<file path="src/rtl/gcd_pkg.sv">
// Shared constants and controller-command decode for the GCD unit.
package gcd_pkg;

   localparam int GCD_WIDTH = 8;
   localparam int GCD_CNT_W = 8;

   typedef enum logic [2:0] {
      NONE,
      LOAD,
      SUBA,
      SUBB,
      CAPTURE
   } gcd_cmd_t;

   // Primary command class of one cycle's command lines. A full load needs both
   // latches with both selects low. A subtract needs a latch with its select high.
   function automatic gcd_cmd_t gcd_decode(input logic al, input logic bl,
                                           input logic a_sel, input logic b_sel,
                                           input logic res_l);
      if (al && bl && !a_sel && !b_sel) return LOAD;
      if (al && a_sel)                  return SUBA;
      if (bl && b_sel)                  return SUBB;
      if (res_l)                        return CAPTURE;
      return NONE;
   endfunction

endpackage

</file>
<file path="src/rtl/gcd_operand_buffer.sv">
// One-entry holding register for operand pairs, emptied by the datapath's load.
module gcd_operand_buffer #(
   parameter int WIDTH = 8
) (
   input  logic             clk,
   input  logic             rst,
   input  logic             in_valid,
   output logic             in_ready,
   input  logic [WIDTH-1:0] in_a,
   input  logic [WIDTH-1:0] in_b,
   input  logic             pop,
   output logic             out_valid,
   output logic [WIDTH-1:0] out_a,
   output logic [WIDTH-1:0] out_b
);

   // Valid/ready: a transfer happens on any rising edge where valid and ready
   // are both high. A producer holds valid and data steady until that edge.
   assign in_ready = !out_valid && !rst;

   always_ff @(posedge clk) begin
      if (rst) begin
         out_valid <= 1'b0;
         out_a     <= '0;
         out_b     <= '0;
      end else if (in_valid && in_ready) begin
         out_valid <= 1'b1;
         out_a     <= in_a;
         out_b     <= in_b;
      end else if (pop) begin
         out_valid <= 1'b0;
      end
   end

endmodule

</file>
<file path="src/rtl/gcd_datapath.sv">
// GCD datapath: operand registers, subtract/compare, iteration counter and
// result register driven by the gcd_controller command lines.
module gcd_datapath
   import gcd_pkg::*;
#(
   parameter int WIDTH = GCD_WIDTH,
   parameter int CNT_W = GCD_CNT_W
) (
   input  logic             clk,
   input  logic             rst,
   input  logic             op_valid,
   output logic             op_ready,
   input  logic [WIDTH-1:0] op_a,
   input  logic [WIDTH-1:0] op_b,
   output logic             start,
   input  logic             A_sel,
   input  logic             B_sel,
   input  logic             AL,
   input  logic             BL,
   input  logic             res_L,
   output logic             equal_val,
   output logic             less_val,
   output logic             res_valid,
   input  logic             res_ready,
   output logic [WIDTH-1:0] res_data,
   output logic [CNT_W-1:0] res_iters
);

   logic             buf_valid;
   logic [WIDTH-1:0] buf_a;
   logic [WIDTH-1:0] buf_b;
   logic [WIDTH-1:0] reg_a;
   logic [WIDTH-1:0] reg_b;
   logic [WIDTH-1:0] load_a;
   logic [WIDTH-1:0] load_b;
   logic [CNT_W-1:0] iter_cnt;
   logic             busy;
   gcd_cmd_t         cmd;
   logic             do_load;
   logic             sub_a;
   logic             sub_b;
   logic             do_cap;

   gcd_operand_buffer #(.WIDTH(WIDTH)) u_buf (
      .clk       (clk),
      .rst       (rst),
      .in_valid  (op_valid),
      .in_ready  (op_ready),
      .in_a      (op_a),
      .in_b      (op_b),
      .pop       (do_load),
      .out_valid (buf_valid),
      .out_a     (buf_a),
      .out_b     (buf_b)
   );

   assign cmd     = gcd_decode(AL, BL, A_sel, B_sel, res_L);
   assign do_load = (cmd == LOAD);
   assign sub_a   = AL && A_sel;
   assign sub_b   = BL && B_sel;
   assign do_cap  = res_L && busy && !res_valid;

   // gcd(x,0) = x: a zero operand loads the other value into both registers so
   // the controller sees equality immediately instead of looping forever.
   always_comb begin
      load_a = buf_a;
      load_b = buf_b;
      if (buf_a == '0) begin
         load_a = buf_b;
         load_b = buf_b;
      end else if (buf_b == '0) begin
         load_a = buf_a;
         load_b = buf_a;
      end
   end

   assign equal_val = (reg_a == reg_b);
   assign less_val  = (reg_a < reg_b);
   assign start     = buf_valid && !busy && !res_valid;

   always_ff @(posedge clk) begin
      if (rst) begin
         reg_a    <= '0;
         reg_b    <= '0;
         iter_cnt <= '0;
      end else if (do_load) begin
         reg_a    <= load_a;
         reg_b    <= load_b;
         iter_cnt <= '0;
      end else begin
         // Both differences use pre-edge values, so a combined command is safe.
         if (sub_a) reg_a <= reg_a - reg_b;
         if (sub_b) reg_b <= reg_b - reg_a;
         if ((sub_a || sub_b) && (iter_cnt != '1)) iter_cnt <= iter_cnt + 1'b1;
      end
   end

   always_ff @(posedge clk) begin
      if (rst) begin
         busy      <= 1'b0;
         res_valid <= 1'b0;
         res_data  <= '0;
         res_iters <= '0;
      end else begin
         if (do_cap) begin
            busy      <= 1'b0;
            res_valid <= 1'b1;
            res_data  <= reg_a;
            res_iters <= iter_cnt;
         end else if (res_ready) begin
            res_valid <= 1'b0;
         end
         if (do_load) busy <= 1'b1;
      end
   end

endmodule

</file>
<file path="config.mk">
export PLATFORM = sky130hd
export DESIGN_NAME = gcd_datapath
export DESIGN_NICKNAME = d
export VERILOG_FILES = /design/src/rtl/gcd_pkg.sv /design/src/rtl/gcd_operand_buffer.sv /design/src/rtl/gcd_datapath.sv
export SDC_FILE = /design/constraint.sdc
export NUM_CORES = 1
export LEC_CHECK = 0
export CAP_MARGIN = 30
export CORE_MARGIN = 1
export CORE_UTILIZATION = 55
export CTS_CLUSTER_SIZE = 25
export DETAILED_ROUTE_END_ITERATION = 10
export PLACE_DENSITY = 0.78
export SLEW_MARGIN = 20
export SYNTH_ARGS = -nofsm -noshare
export SYNTH_HDL_FRONTEND = slang
export SYNTH_HIERARCHICAL = 1
export SYNTH_SLANG_ARGS = --single-unit
</file>
<file path="constraint.sdc">
create_clock -name clk -period 4.37 [get_ports clk]
set_input_delay 1.0925 -clock clk [delete_from_list [all_inputs] [get_ports clk]]
set_output_delay 1.0925 -clock clk [all_outputs]
set_load 0.02 [all_outputs]
</file>
# Word level (Yosys, flattened, before mapping)
# Cells that the tools add are included.
# totals
regBits,59
out_inout_bits,21
inputBits,25
# classes
n_reduce_logical,27
add_sub_neg,3
eq_ne,3
n_lt_le_gt_ge,1
mux,31
# op_table
operator,n
8-bit 2-to-1 mux,7
3-bit 2-to-1 mux,8
8-bit zero test,2
1-bit 2-to-1 mux,16
8-bit subtractor,2
1-bit logical AND,12
2-bit nonzero test,5
8-bit by 1-bit adder with 8-bit output (second input constant),1
8-bit equality test,1
8-bit < comparator,1
8-bit inequality test (second input constant),1
1-bit zero test,6
3-bit by 1-bit equality test with 1-bit output (second input constant),1
2-bit OR reduction,1
1-bit logical OR,1

# Longest topological paths before layout
# Gate-level depths: netlist of the first run.
# logic_depth
word_depth,17
ltp_mapped,8

# By module
# Netlist of the first run, hierarchy kept.
# modules_own_cells
module,cells_each,instances,area_each_um2
gcd_datapath,316,1,2534.9
gcd_operand_buffer,75,1,819.5

# Least setup slack after synthesis of the first run
# Ideal clock, no wire load.
# synth_timing
path_kind,register -> output
from,register reg_a[3]
to,output port less_val
stages_incl_launch_ff,9
t_arrival_ps,1873
required_time_ps,3278
setup_slack_ps,1404
cell_sequence,dfxtp_1 -> inv_1 -> ha_1 -> clkbuf_1 -> or2_2 -> o211ai_1 -> a21oi_1 -> a21o_1 -> a21oi_1
# synth_between
elab_chain_len,1
# synth_rtl
item,line_no,source
from (decl),gcd_datapath.sv:32,logic [WIDTH-1:0] reg_a;
from (signal assigned),gcd_datapath.sv:87,reg_a <= load_a;
from (signal assigned),gcd_datapath.sv:92,if (sub_a) reg_a <= reg_a - reg_b;
8-bit < comparator,gcd_datapath.sv:78,assign less_val = (reg_a < reg_b);
to (decl),gcd_datapath.sv:22,"output logic less_val,"
# No other way between the ends.

# Worst setup path in the final report of the first run
# Ends and elaborated chain as after synthesis.

==> results of run 1 <==
[stage by stage]
step           utilization  hold slack [ns]
5_1_grt              0.681            0.466
3_3_place_gp         0.646            0.441
4_1_cts              0.681            0.456
3_5_place_dp         0.646            0.446
2_1_floorplan            -            0.449
6_report             0.681            0.457
[sequential cells by signal, summed over array words and instances (netlist names)]
name and flops:
busy 1, res_data 8, reg_a 8, res_valid 1, reg_b 8, iter_cnt 8
u_buf/out_valid 1, u_buf/out_b 8, res_iters 8, u_buf/out_a 8
[final timing paths]
check,to,start,slack (ns),cells after the start
max,less_val,reg_a[3]$_SDFFE_PP0P_,0.53,8
min,res_iters[6]$_SDFFE_PP0P_,res_iters[6]$_SDFFE_PP0P_,0.46,2
max reg2reg,reg_a[5]$_SDFFE_PP0P_,reg_a[2]$_SDFFE_PP0P_,2.08,7
min reg2reg,res_iters[6]$_SDFFE_PP0P_,res_iters[6]$_SDFFE_PP0P_,0.46,2
[worst register-to-register path, cell delays in order (launching register included)]
cell,delay (ns)
dfxtp_1,0.37
inv_1,0.07
ha_1,0.41
nand2_1,0.14
o21ai_0,0.54
a2111oi_0,0.22
a41o_1,0.25
a211oi_1,0.22
[per-layer routing]
metal	track usage	up-vias	share of wire
met4	0.104	0	0.022
met5	0	-	0
li1	-	1486	-
met2	0.456	101	0.48
met3	0.0727	14	0.052
met1	0.361	1407	0.44
[final cells by class]
class	count	area (µm²)
Sequential cell	59	1180
Tap cell	75	93.8
Inverter	19	71.3
Multi-Input combinational cell	293	2000
Timing Repair Buffer	47	460
Fill cell	485	1880
Clock inverter	6	63.8
Clock buffer	10	138
[synth_stat cells (2+ instances only)]
cell type,n
o22ai_1,2
o21ai_0,13
fa_1,2
a311oi_1,2
ha_1,16
o21ai_1,5
clkbuf_1,13
o221ai_1,2
nor2b_1,4
o31ai_1,2
and3_1,2
nor3b_1,2
dfxtp_1,59
o2bb2ai_1,2
nand4bb_1,16
o221a_2,3
or2_2,2
and2_1,3
a21oi_1,37
or4_4,2
nand2b_1,19
nor2_1,21
a211oi_1,13
xor2_1,4
a21o_1,3
xnor2_1,9
nand3_1,3
nor4_1,4
o21a_1,3
inv_1,19
nand2_1,49
nor3_1,7
a31oi_1,4
o21ai_2,10
buf_2,4
o211ai_1,4
[power groups by stage]
stage / logic (mW) / registers, mW / clock network (mW)
finish: 0.498 / 0.611 / 0.514
floorplan: 0.365 / 0.612 / 0
detailed placement: 0.485 / 0.624 / 0
global placement: 0.482 / 0.622 / 0
global route: 0.538 / 0.617 / 0.546
CTS: 0.491 / 0.611 / 0.518
[cells by family (layout without fill, tap and decap cells)]
family                   Yosys count  in the layout  synth area share
XOR/XNOR                          13             13            0.0339
AND/OR/NAND/NOR                  142            142             0.245
AO/OA/AOI/OAI                    119            119             0.242
flip-flops                        59             59             0.352
buffers and inverters             39             82            0.0522
adder cells (fa/ha/maj)           18             18            0.0716
multiplexers                       1              1           0.00298
==> reports/metrics.yaml, run 1 <==
die:
  fp.dieArea_mm2: 0.00642
  die_x_um: 80.1
  std_cell_rows: 28
  die_y_um: 80.1
  core_area_mm2: 0.00589
  start_util: 0.570
  ioPinCount: 46
clocking:
  postCtsSetupBuffers: 0
  cts_tree: "done"
  clkLatencyLatePin_ns: 0.34
  cts.hold.buffers_added: 0
  cts_buffer_depth: 2
  cts_root_buffer: "clkbuf_8"
  clock_sinks: 59
  numCtsBuffers: 9
  htreeDepth: 3
  clk_pin_slew_worst_paths_ns: 0.07
  cts.repair.resized: 0
route:
  ant_nets: 0
  avgViaCountPerCell: 5.91
  wl_per_cell_um: 16.5
  first_iter_violations: 148
  first_pass_iters: 6
  wl_um: 8410
  drc: 0
  vias: 3008
setup_path:
  critPathArrivalTime_ns: 2.75
  start_kind: "flop"
  cp_cell_sequence: "inv_1 -> ha_1 -> or2_2 -> o211ai_1 -> a21oi_1 -> a21o_1 -> a21oi_1 -> clkdlybuf4s50_1"
  crit_type: "reg -> out"
  crit_slowest_cell: "clkdlybuf4s50_1"
  worstSetupEndpointType: "output pin"
  critPathMaxFanout: 9
  worst-path-buf-inv: 2
  cp_common_cell: "a21oi_1"
  worstPathRequired_ns: 3.28
  cpPeakStageDelay_ns: 0.62
  cpLargestDelayFamily: "buffers and inverters"
pwr:
  power.density_mw_per_mm2: 405
  pwr-share-comb: 0.307
  swShare: 0.337
  p_int_mw: 1.08
  power_mw: 1.62
  pwr-share-clk: 0.317
  p_seq_frac: 0.377
  p_sw_uw: 547
  ir_worst_vdd_v: 0.000255
  leakage_nw: 1.41
cells_and_area:
  antenna_cells: 0
  fin_nets: 472
  fin_area_mm2: 0.00401
  synthToLayoutAreaGrowth_pct: 19.4
  final_common_cell: "dfxtp_1"
  instances_no_fill: 509
  drive_above_1_share: 0.101
  layout_common_cells: "dfxtp_1 (59), nand2_1 (49), clkdlybuf4s50_1 (44)"
timing:
  tightest_slew_ns: 0.763
  fin_crit_sh: 0.879
  rsz0062_at_grt: "no"
  period_needed_ns: 3.84
  fmax_mhz: 260
  slew_viol_final: 0
  hold_viol: 0
  finClkSkew_ns: 0.00909
  relSlewSlack: 0.488
  setup_viol: 0
  fin_tns_setup_ns: 0
  fin_ws_ns: 0.530
synth:
  syn_nets: 434
  ys_seq_area_frac: 0.352
  yosysTopAreaCell: "dfxtp_1"
  synthTopCellsByArea: "dfxtp_1 (35%), ha_1 (6.0%), a21oi_1 (5.5%)"
  synth_top_flop_cell: "dfxtp_1"
  async_flop_share: 0
  synth_area_mm2: 0.00335
  syn_area_per_cell_um2: 8.58
  ys_ff_latch: 59
  synth-edff-count: 0
  ys_warn_count: 6
  yosysUniqueCellTypes: 62
  yosysTopAreaCellShare: 0.352
  synthCells: 391
grt:
  antenna_found_initial: 0
  grt_usage: 0.282
  grt_overflow: 0
  grt_pass1_wl_um: 13700
  grt_pass1_vias: 2735
  grt_start_max_net_pins: 65
status:
  status: "complete, no violations"
placed_design:
  dp_slack_ns: 0.906
  dp_cells: 493
  io_buffers: 45
  dpl_cell_area_mm2: 0.00380
  routabilityCongestion: 0.942
  dp_hpwl_um: 5760
hold_path:
  hp-class: "reg -> reg"
run:
  maxCapViolCount: 0
Power figures use the tool's default switching activity.
==> run 2: changes to the inputs <==
- clock period: 4.37 -> 4.2 ns (I/O delays scaled with it)
==> reports/metrics.yaml, run 2 (synthesis gave the netlist of run 1 again) <==
die:
  ioPinCount: 46
  die_y_um: 80.1
  fp.dieArea_mm2: 0.00642
  die_x_um: 80.1
  core_area_mm2: 0.00589
  std_cell_rows: 28
  start_util: 0.570
timing:
  period_needed_ns: 3.78
  fmax_mhz: 265
  fin_crit_sh: 0.900
  slew_viol_final: 0
  setup_viol: 0
  fin_tns_setup_ns: 0
  fin_worst_hold_slack_ns: 0.455
  finClkSkew_ns: 0.00939
  fin_ws_ns: 0.421
  tightest_slew_ns: 0.754
  relSlewSlack: 0.494
  hold_viol: 0
  rsz0062_at_grt: "no"
clocking:
  htreeDepth: 3
  postCtsSetupBuffers: 0
  cts.repair.resized: 0
  cts_tree: "done"
  clock_sinks: 59
  clk_pin_slew_worst_paths_ns: 0.07
  numCtsBuffers: 9
  cts_root_buffer: "clkbuf_8"
  clkLatencyLatePin_ns: 0.33
  cts_buffer_depth: 2
  cts.hold.buffers_added: 0
cells_and_area:
  drive_above_1_share: 0.103
  antenna_cells: 0
  fillers: 502
  final_util: 0.680
  fin_nets: 473
  final_common_cell: "dfxtp_1"
  synthToLayoutAreaGrowth_pct: 19.3
  layout_common_cells: "dfxtp_1 (59), nand2_1 (49), clkdlybuf4s50_1 (44)"
setup_path:
  cpPeakStageDelay_ns: 0.61
  worstSetupEndpointType: "output pin"
  critPathArrivalTime_ns: 2.73
  start_kind: "flop"
  crit_slowest_cell: "clkdlybuf4s50_1"
  cp_common_cell: "a21oi_1"
  critPathMaxFanout: 9
  crit_type: "reg -> out"
  reg2reg_slack_ns: 1.90
  cpLargestDelayFamily: "buffers and inverters"
  cp_cell_sequence: "inv_1 -> ha_1 -> or2_2 -> o211ai_1 -> a21oi_1 -> a21o_1 -> a21oi_1 -> clkdlybuf4s50_1"
  worst-path-buf-inv: 2
  worstPathRequired_ns: 3.15
route:
  first_iter_violations: 228
  ant_nets: 0
  avgViaCountPerCell: 5.84
  wl_per_cell_um: 15.9
  wl_um: 8120
  first_pass_iters: 5
  vias: 2977
  drc: 0
grt:
  grt_start_max_net_pins: 65
  grt_util_met2: 0.432
  use_met3: 0.0523
  grt_usage: 0.273
  antenna_found_initial: 0
  grt_pass1_vias: 2724
  use_met1: 0.366
  grt_pass1_wl_um: 13400
  grt_overflow: 0
  grt.busiest_layer: "met2"
placed_design:
  routabilityCongestion: 0.945
  dp_hpwl_um: 5810
  dp_slack_ns: 0.802
  io_buffers: 45
pwr:
  leakage_nw: 1.41
  power.density_mw_per_mm2: 410
  ir_worst_vdd_v: 0.000236
run:
  maxCapViolCount: 0
hold_path:
  hp-class: "reg -> reg"
status:
  status: "complete, no violations"
-- run 2: cell types whose count changed in the layout (fill, tap and decap cells not counted), sizes merged --
cell    delta
bufinv     -1
buf        +1
clkbuf     +1
inv        -1
clkinv     +1
-- run 2: path summary, 6_finish.rpt --
| path | from | endpoint | depth (start not counted) |
|---|---|---|---|
| setup / recovery | reg_a[3]$_SDFFE_PP0P_ | less_val | 8 |
| hold / removal | res_iters[6]$_SDFFE_PP0P_ | res_iters[6]$_SDFFE_PP0P_ | 2 |
| setup reg to reg | reg_a[2]$_SDFFE_PP0P_ | reg_a[5]$_SDFFE_PP0P_ | 7 |
| hold reg to reg | res_iters[6]$_SDFFE_PP0P_ | res_iters[6]$_SDFFE_PP0P_ | 2 |
-- run 2: area by class of cell --
type                       count  area [µm²]  share of cell area
multi-input combinational    293        2000               0.499
sequential                    59        1180               0.295
timing repair buffer          48         468               0.117
clock buffer                  11         151              0.0378
tap                           75        93.8              0.0235
inverter                      19        71.3              0.0178
clock inverter                 5        37.5             0.00938
-- run 2: layer usage --
metal / part of all wire / vias to the layer above
met5: 0 / -
met4: 0.020 / 0
met3: 0.050 / 15
met2: 0.47 / 99
met1: 0.46 / 1379
li1: - / 1484
-- run 2: power breakdown --
group,internal [mW],switching [mW]
registers,0.596,0.0415
clock network,0.247,0.238
logic,0.235,0.282
-- run 2: stage by stage --
stage / instances / instance area, µm² / total power, mW
CTS: 510 / 4000 / 1.64
detailed placement: 494 / 3810 / 1.15
finish: 510 / 4000 / 1.64
floorplan: 391 / 3350 / 1.02
global route: 510 / 4000 / 1.72
global placement: 494 / 3810 / 1.15
-- run 2: worst min-delay path, delay by kind of cell, from the launching register on --
| kind | cells | cell delay (ns) |
|---|---|---|
| AOI/OAI and AO/OA | 1 | 0.05 |
| DFF | 1 | 0.31 |
| and+or+nand+nor | 1 | 0.05 |
==> run 3: changes to the inputs <==
==> constraint.sdc (replaced) <==
create_clock -name clk -period 3.7 [get_ports clk]
set_input_delay 0.74 -clock clk [delete_from_list [all_inputs] [get_ports clk]]
set_output_delay 0.74 -clock clk [all_outputs]
set_load 0.02 [all_outputs]
==> reports/metrics.yaml, run 3 (synthesis gave the netlist of run 1 again) <==
status:
  status: "complete, no violations"
timing:
  period_needed_ns: 3.47
  tightest_slew_ns: 0.736
  rsz0062_at_grt: "no"
  fmax_mhz: 288
  finClkSkew_ns: 0.00932
  slew_viol_final: 0
  fin_crit_sh: 0.937
  relSlewSlack: 0.508
  setup_viol: 0
  hold_viol: 0
  fin_tns_setup_ns: 0
die:
  ioPinCount: 46
  fp.dieArea_mm2: 0.00642
  std_cell_rows: 28
  die_x_um: 80.1
  core_area_mm2: 0.00589
  start_util: 0.570
  die_y_um: 80.1
route:
  ant_nets: 0
  wl_per_cell_um: 16.0
  wl_um: 8190
  first_pass_iters: 4
  first_iter_violations: 301
  avgViaCountPerCell: 5.77
  vias: 2949
  drc: 0
clocking:
  clock_sinks: 59
  cts_tree: "done"
  cts_buffer_depth: 2
  cts.hold.buffers_added: 0
  clkLatencyLatePin_ns: 0.34
  clk_pin_slew_worst_paths_ns: 0.07
  htreeDepth: 3
  postCtsSetupBuffers: 0
  cts_root_buffer: "clkbuf_8"
  cts.repair.resized: 0
  numCtsBuffers: 9
pwr:
  power_mw: 1.91
  ir_worst_vdd_v: 0.000305
  leakage_nw: 1.42
  power.density_mw_per_mm2: 474
setup_path:
  worstReg2RegStart: "reg_a[2]$_SDFFE_PP0P_"
  crit_slowest_cell: "clkdlybuf4s50_1"
  timing.rr.end: "reg_a[5]$_SDFFE_PP0P_"
  cp-endpoint: "less_val"
  crit_start: "reg_a[3]$_SDFFE_PP0P_"
  r2r_cells: 7
  cpLargestDelayFamily: "buffers and inverters"
  worstSetupEndpointType: "output pin"
  cp_cell_sequence: "inv_1 -> ha_1 -> or2_2 -> o211ai_1 -> a21oi_1 -> a21o_1 -> a21oi_1 -> clkdlybuf4s50_1"
  critPathMaxFanout: 9
  cpPeakStageDelay_ns: 0.62
  crit_cells: 8
  start_kind: "flop"
  worstPathRequired_ns: 2.96
  reg2reg_slack_ns: 1.44
  crit_type: "reg -> out"
  critPathArrivalTime_ns: 2.73
  worst-path-buf-inv: 2
  cp_common_cell: "a21oi_1"
run:
  maxCapViolCount: 0
cells_and_area:
  layout_common_cells: "dfxtp_1 (59), nand2_1 (49), clkdlybuf4s50_1 (44)"
  fin_nets: 474
  multiInputGateArea_mm2: 0.00200
  instances_no_fill: 511
  fillers: 505
  final_util: 0.683
  synthToLayoutAreaGrowth_pct: 19.9
  final_common_cell: "dfxtp_1"
  antenna_cells: 0
  drive_above_1_share: 0.106
  seqCellArea_mm2: 0.00118
grt:
  antenna_found_initial: 0
  grt_pass1_wl_um: 13700
  use_met3: 0.0534
  grt.busiest_layer: "met2"
  grt_usage: 0.280
  grt_pass1_vias: 2792
  grt_overflow: 0
  grt_util_met2: 0.461
  use_met1: 0.355
  grt_start_max_net_pins: 65
placed_design:
  dp_cells: 495
  routabilityCongestion: 0.940
  dp_hpwl_um: 6000
  io_buffers: 45
hold_path:
  hp-class: "reg -> reg"
==> run 3: final cells by class <==
cell class                 count  share of cell area
inverter                      19              0.0177
timing repair buffer          49               0.118
clock buffer                  10              0.0342
tap                           75              0.0233
clock inverter                 6              0.0162
multi-input combinational    293               0.497
sequential                    59               0.294
==> run 3: stage by stage <==
step	area (µm²)	setup WS, ns	hold WS, ns
CTS	4020	0.222	0.456
global route	4020	0.0688	0.473
floorplan	3350	1.09	0.449
finish	4020	0.232	0.453
detailed placement	3820	0.587	0.446
global placement	3820	0.660	0.442
==> run 3: worst min path at each step <==
stage                                   start                         to  slack [ns]  cells after the start
floorplan               reg_a[2]$_SDFFE_PP0P_   res_data[2]$_SDFFE_PP0P_        0.45                      2
global placement     res_data[2]$_SDFFE_PP0P_   res_data[2]$_SDFFE_PP0P_        0.44                      2
detailed placement   res_data[7]$_SDFFE_PP0P_   res_data[7]$_SDFFE_PP0P_        0.45                      2
CTS                  res_data[7]$_SDFFE_PP0P_   res_data[7]$_SDFFE_PP0P_        0.46                      2
global route         res_data[6]$_SDFFE_PP0P_   res_data[6]$_SDFFE_PP0P_        0.47                      2
finish              res_iters[4]$_SDFFE_PP0P_  res_iters[4]$_SDFFE_PP0P_        0.45                      2
==> run 3: per-layer routing <==
| metal | share of wire | routed length, µm |
|---|---|---|
| met3 | 0.044 | 361 |
| met4 | 0.023 | 185 |
| met1 | 0.46 | 3750 |
| met2 | 0.48 | 3890 |
| met5 | 0 | 0 |
==> run 3: power breakdown <==
| part | leakage, nW | internal, mW | switching, mW |
|---|---|---|---|
| clock | 0.102 | 0.329 | 0.268 |
| sequential | 0.481 | 0.676 | 0.0479 |
| combinational | 0.841 | 0.267 | 0.317 |
| total | 1.42 | 1.27 | 0.634 |
==> run 3: tightest hold or removal path, cell delays in order, from the launching register on <==
cell	delay [ns]
dfxtp_1	0.31
nand2_1	0.05
a21oi_1	0.05
==> RTL edit 1, RTL diff (config.mk and constraints of run 2) <==
Reset style: asynchronous (`rst`), changed in 3 clocked blocks.
--- a/src/rtl/gcd_operand_buffer.sv
+++ b/src/rtl/gcd_operand_buffer.sv
@@ -20,3 +20,3 @@
 
-   always_ff @(posedge clk) begin
+   always_ff @(posedge clk or posedge rst) begin
       if (rst) begin
--- a/src/rtl/gcd_datapath.sv
+++ b/src/rtl/gcd_datapath.sv
@@ -80,3 +80,3 @@
 
-   always_ff @(posedge clk) begin
+   always_ff @(posedge clk or posedge rst) begin
       if (rst) begin
@@ -97,3 +97,3 @@
 
-   always_ff @(posedge clk) begin
+   always_ff @(posedge clk or posedge rst) begin
       if (rst) begin
Function: differs if rst is asserted again (counterexample within 4 cycles, from zero or initial values and one cycle with rst high); with rst held inactive, the same outputs for 4 cycles.
==> RTL edit 1 against run 2 <==
- hold slack improved by 0.021 ns
- sequential cell count did not move
- routed wire length fell by 6.0%
- design area rose by 0.34%
- worst setup slack got worse by 0.024 ns
- clock skew fell by 0.00079 ns
- core utilization fell by 0.17 points
- area after synthesis rose by 0.45%
- critical path type unchanged
- critical endpoint unchanged
Power is not compared: it rests on default switching activity, and its combinational part moved more than twofold at a synthesized area within 25%.
==> RTL edit 1: results (changes against run 2) <==
* Status: finished, final reports clean
* CP arrival at 2.75 ns (+0.02 ns)
* Switching pwr at 0.001375 W
* Htree depth at 3 (unchanged)
* Skew-Pair Late Insertion Delay at 0.33 ns (about the same)
* Clk slew on worst S/H paths at approximately 0.060 ns
* Routability Congestion at 0.9065 (-4.1%)
* Initial DRC Count at 207 (-9.2%)
* DR pass1 iterations at 5 (unchanged)
* Ant diodes at 0 (unchanged)
* Layout Nets at 425 (-10%)
* Cts bufs inserted at 9 (unchanged)
* Register area share after synthesis at 0.4382 (+0.08607)
* GRT Total Usage at 0.2659 (-0.007109)
* Clock Path Buffers at 2 (unchanged)
* Port-buffer cells at 45 (unchanged)
* Fillers at 470 (-6.4%)
* Slew at the pin with the worst max-slew slack at 0.7762 ns (+0.02177 ns)
* Setup Skew at 0.008604 ns (-0.0007883 ns)
* Number of global-route vias before repair at 2633 (-3.3%)
* Routed WL at 7628 um (-6.0%)
* First-pass GRT wire length at 12740 um (-4.9%)
* Synth Net Count at 382 (-12%)
* Synth cell types at 56 (-9.7%)
* HP Class: reg2reg
* Syn. warnings at 6 (unchanged)
* Lkg Pwr at approximately 1.7 nW
* Top post-synthesis cells by count: dfrtp_1, nand2_1, mux2_2
* Post-CTS sizing at 0 (unchanged)
* DP Area at 3855 um^2 (+1.1%)
* CP max FO at 4 (-5)
* Synth top area cells: dfrtp_1, mux2_2, ha_1
* Initial antenna violation count at 0 (unchanged)
* Setup bufs post-CTS at 0 (unchanged)
* Ys async rst share at 1.000 (+1.000)
* Largest net degree at the start of global routing at 43 (-34%)
* Vias per inst at 6.017 (+3.1%)
* Multi-input logic area at 1722 um^2 (-14%)
* Share of cells above drive strength 1 at 0.1269 (+0.02349)
* VDD IR max at 0.0004153 V
* Root Buffer: clkbuf_8
* DP HPWL at 5582 um (-3.9%)
==> RTL edit 1: power groups by stage <==
stage          clock network [W]  registers [W]  logic (W)
6_report                0.000433        0.00106    0.00171
5_1_grt                 0.000466        0.00109    0.00191
4_1_cts                 0.000439        0.00106    0.00170
3_5_place_dp                   0        0.00107    0.00169
3_3_place_gp                   0        0.00105    0.00166
2_1_floorplan                  0        0.00108    0.00119
==> RTL edit 1: final timing paths <==
kind	to	depth (start not counted)	from	slack, ns
min	res_iters[7]$_DFFE_PP0P_	2	res_iters[7]$_DFFE_PP0P_	0.48
min in group asynchronous	u_buf/out_valid$_DFFE_PP0P_	2	rst	1.23
max	less_val	9	reg_a[0]$_DFFE_PP0P_	0.40
max reg2reg	reg_a[7]$_DFFE_PP0P_	7	reg_a[1]$_DFFE_PP0P_	1.97
min reg2reg	res_iters[7]$_DFFE_PP0P_	2	res_iters[7]$_DFFE_PP0P_	0.48
max in group asynchronous	iter_cnt[1]$_DFFE_PP0P_	3	rst	2.53
==> RTL edit 1: area by class of cell <==
class	count	share of cell area
multi-input combinational	240	0.4288
clock buffer	12	0.03615
tap	75	0.02337
sequential	59	0.3677
timing repair buffer	48	0.1178
inverter	24	0.02244
clock inverter	3	0.003739
==> RTL edit 1: cell families after synthesis <==
| logic type | count (synthesis) | share of synthesized area |
|---|---|---|
| adder cells (fa/ha/maj) | 18 | 0.07130 |
| multiplexers | 26 | 0.08615 |
| XOR/XNOR | 2 | 0.005200 |
| AND/OR/NAND/NOR | 96 | 0.1526 |
| AO/OA/AOI/OAI | 98 | 0.1957 |
| buffers and inverters | 40 | 0.05087 |
| flip-flops | 59 | 0.4382 |
==> RTL edit 1: stage by stage <==
stage	setup WS [ns]	total power, W	cells
floorplan	1.213	0.002276	339
global placement	0.8331	0.002708	446
detailed placement	0.7949	0.002754	446
CTS	0.4207	0.003194	461
global route	0.2040	0.003469	461
finish	0.3972	0.003208	461
==> RTL edit 1: layer usage <==
metal / global-route usage / vias up / part of all wire
met5: 0 / - / 0
met4: 0.1089 / 0 / 0.021
met3: 0.04886 / 17 / 0.051
met2: 0.4410 / 103 / 0.48
met1: 0.3422 / 1336 / 0.44
li1: - / 1318 / -
==> RTL edit 1: worst max-delay path, cell delays in order, from the launching register on <==
cell             delay (ns)
dfrtp_1                0.37
inv_1                  0.06
ha_1                   0.22
fa_1                   0.41
nor2b_1                0.22
o31a_1                 0.23
o21ai_1                0.08
a21oi_1                0.22
a211oi_1               0.07
clkdlybuf4s50_1        0.55
==> RTL edit 2, RTL diff (settings of run 2) <==
Without the edit above. Set the package constant `GCD_CNT_W` to 12 (it was 8).
--- a/src/rtl/gcd_pkg.sv
+++ b/src/rtl/gcd_pkg.sv
@@ -4,3 +4,3 @@
    localparam int GCD_WIDTH = 8;
-   localparam int GCD_CNT_W = 8;
+   localparam int GCD_CNT_W = 12;
 
Interface: changed (resized res_iters); port bits go from 46 to 50. No check against the original RTL was run, so the function may have changed too.
==> RTL edit 2 against run 2 <==
- the flow now finishes with violations (design-rule violations)
- critical endpoint unchanged
- largest cell class unchanged
- area after synthesis rose by 12%
- sequential cell count grew 8
- worst setup slack better by 0.024 ns
- total power rose by 8.7%
- hold slack worse by 0.0020 ns
- cell count increased by 8.0%
- combinational power rose by 3%
- core utilization is 0.10 points lower
- die area increased by 12%
- routed wire length rose by 10%
- design area grew 9.6%
==> RTL edit 2: results (changes against run 2) <==
* DP Area at 4189 um^2 (+9.9%)
* Share of cells above drive strength 1 at 0.09283 (-0.01062)
* Status: complete, but fails checks
* Met2 usage at 0.4272 (-0.004425)
* First-pass GRT wire length at 15110 um (+13%)
* Clock share of power at 0.302 (+0.006)
* Layout Nets at 512 (+8.2%)
* Vias per inst at 5.904 (+1.1%)
* Placed cell count at 535 (+8.3%)
* Post-synthesis mux area share at 0.002668 (-0.0003155)
* GRT Total Usage at 0.2697 (-0.003394)
* Routability Congestion at 0.9322 (-1.4%)
* DR pass1 iterations at 10 (+5)
* Register area share after synthesis at 0.3576 (+0.005464)
* Synth cell types at 65 (+4.8%)
* DRC Markers at 2 (+2)
* Met2 WL post-DR at 4132 um (+9.3%)
* DP HPWL at 6462 um (+11%)
* Skew-Pair Late Insertion Delay at 0.35 ns (+0.02 ns)
* Pint at 0.001199 W (+11%)
* Synth Area in Compound Gates at 0.2211 (-0.02055)
* Adder-Cell Fraction of Synth Area at 0.06404 (-0.007572)
* Number of global-route vias before repair at 3086 (+13%)
* Avg WL per Cell at 16.27 um (+2.2%)
* Initial DRC Count at 154 (-32%)
* Synth top area cells: dfxtp_1, nand2_1, ha_1
* Max_slew headroom at 0.4277 (-0.06599)
* Largest net degree at the start of global routing at 70 (+7.7%)
* Failing checks: design-rule violations
==> RTL edit 2: path summary, 6_finish.rpt <==
| path | slack (ns) | depth (start not counted) | end | start |
|---|---|---|---|---|
| hold / removal | 0.45 | 2 | res_data[5]$_SDFFE_PP0P_ | res_data[5]$_SDFFE_PP0P_ |
| hold reg to reg | 0.45 | 2 | res_data[5]$_SDFFE_PP0P_ | res_data[5]$_SDFFE_PP0P_ |
| setup / recovery | 0.45 | 8 | less_val | reg_a[3]$_SDFFE_PP0P_ |
| setup reg to reg | 1.95 | 7 | reg_a[5]$_SDFFE_PP0P_ | reg_a[2]$_SDFFE_PP0P_ |
==> RTL edit 2: cell type report <==
cell class	instances	area [um^2]
multi-input cells	321	2176
inverters	18	67.56
clock buffers	12	145.1
flip-flops and latches	67	1341
clock inverters	4	50.05
repair buffers	52	508.0
well taps	77	96.34
fillers	555	2074
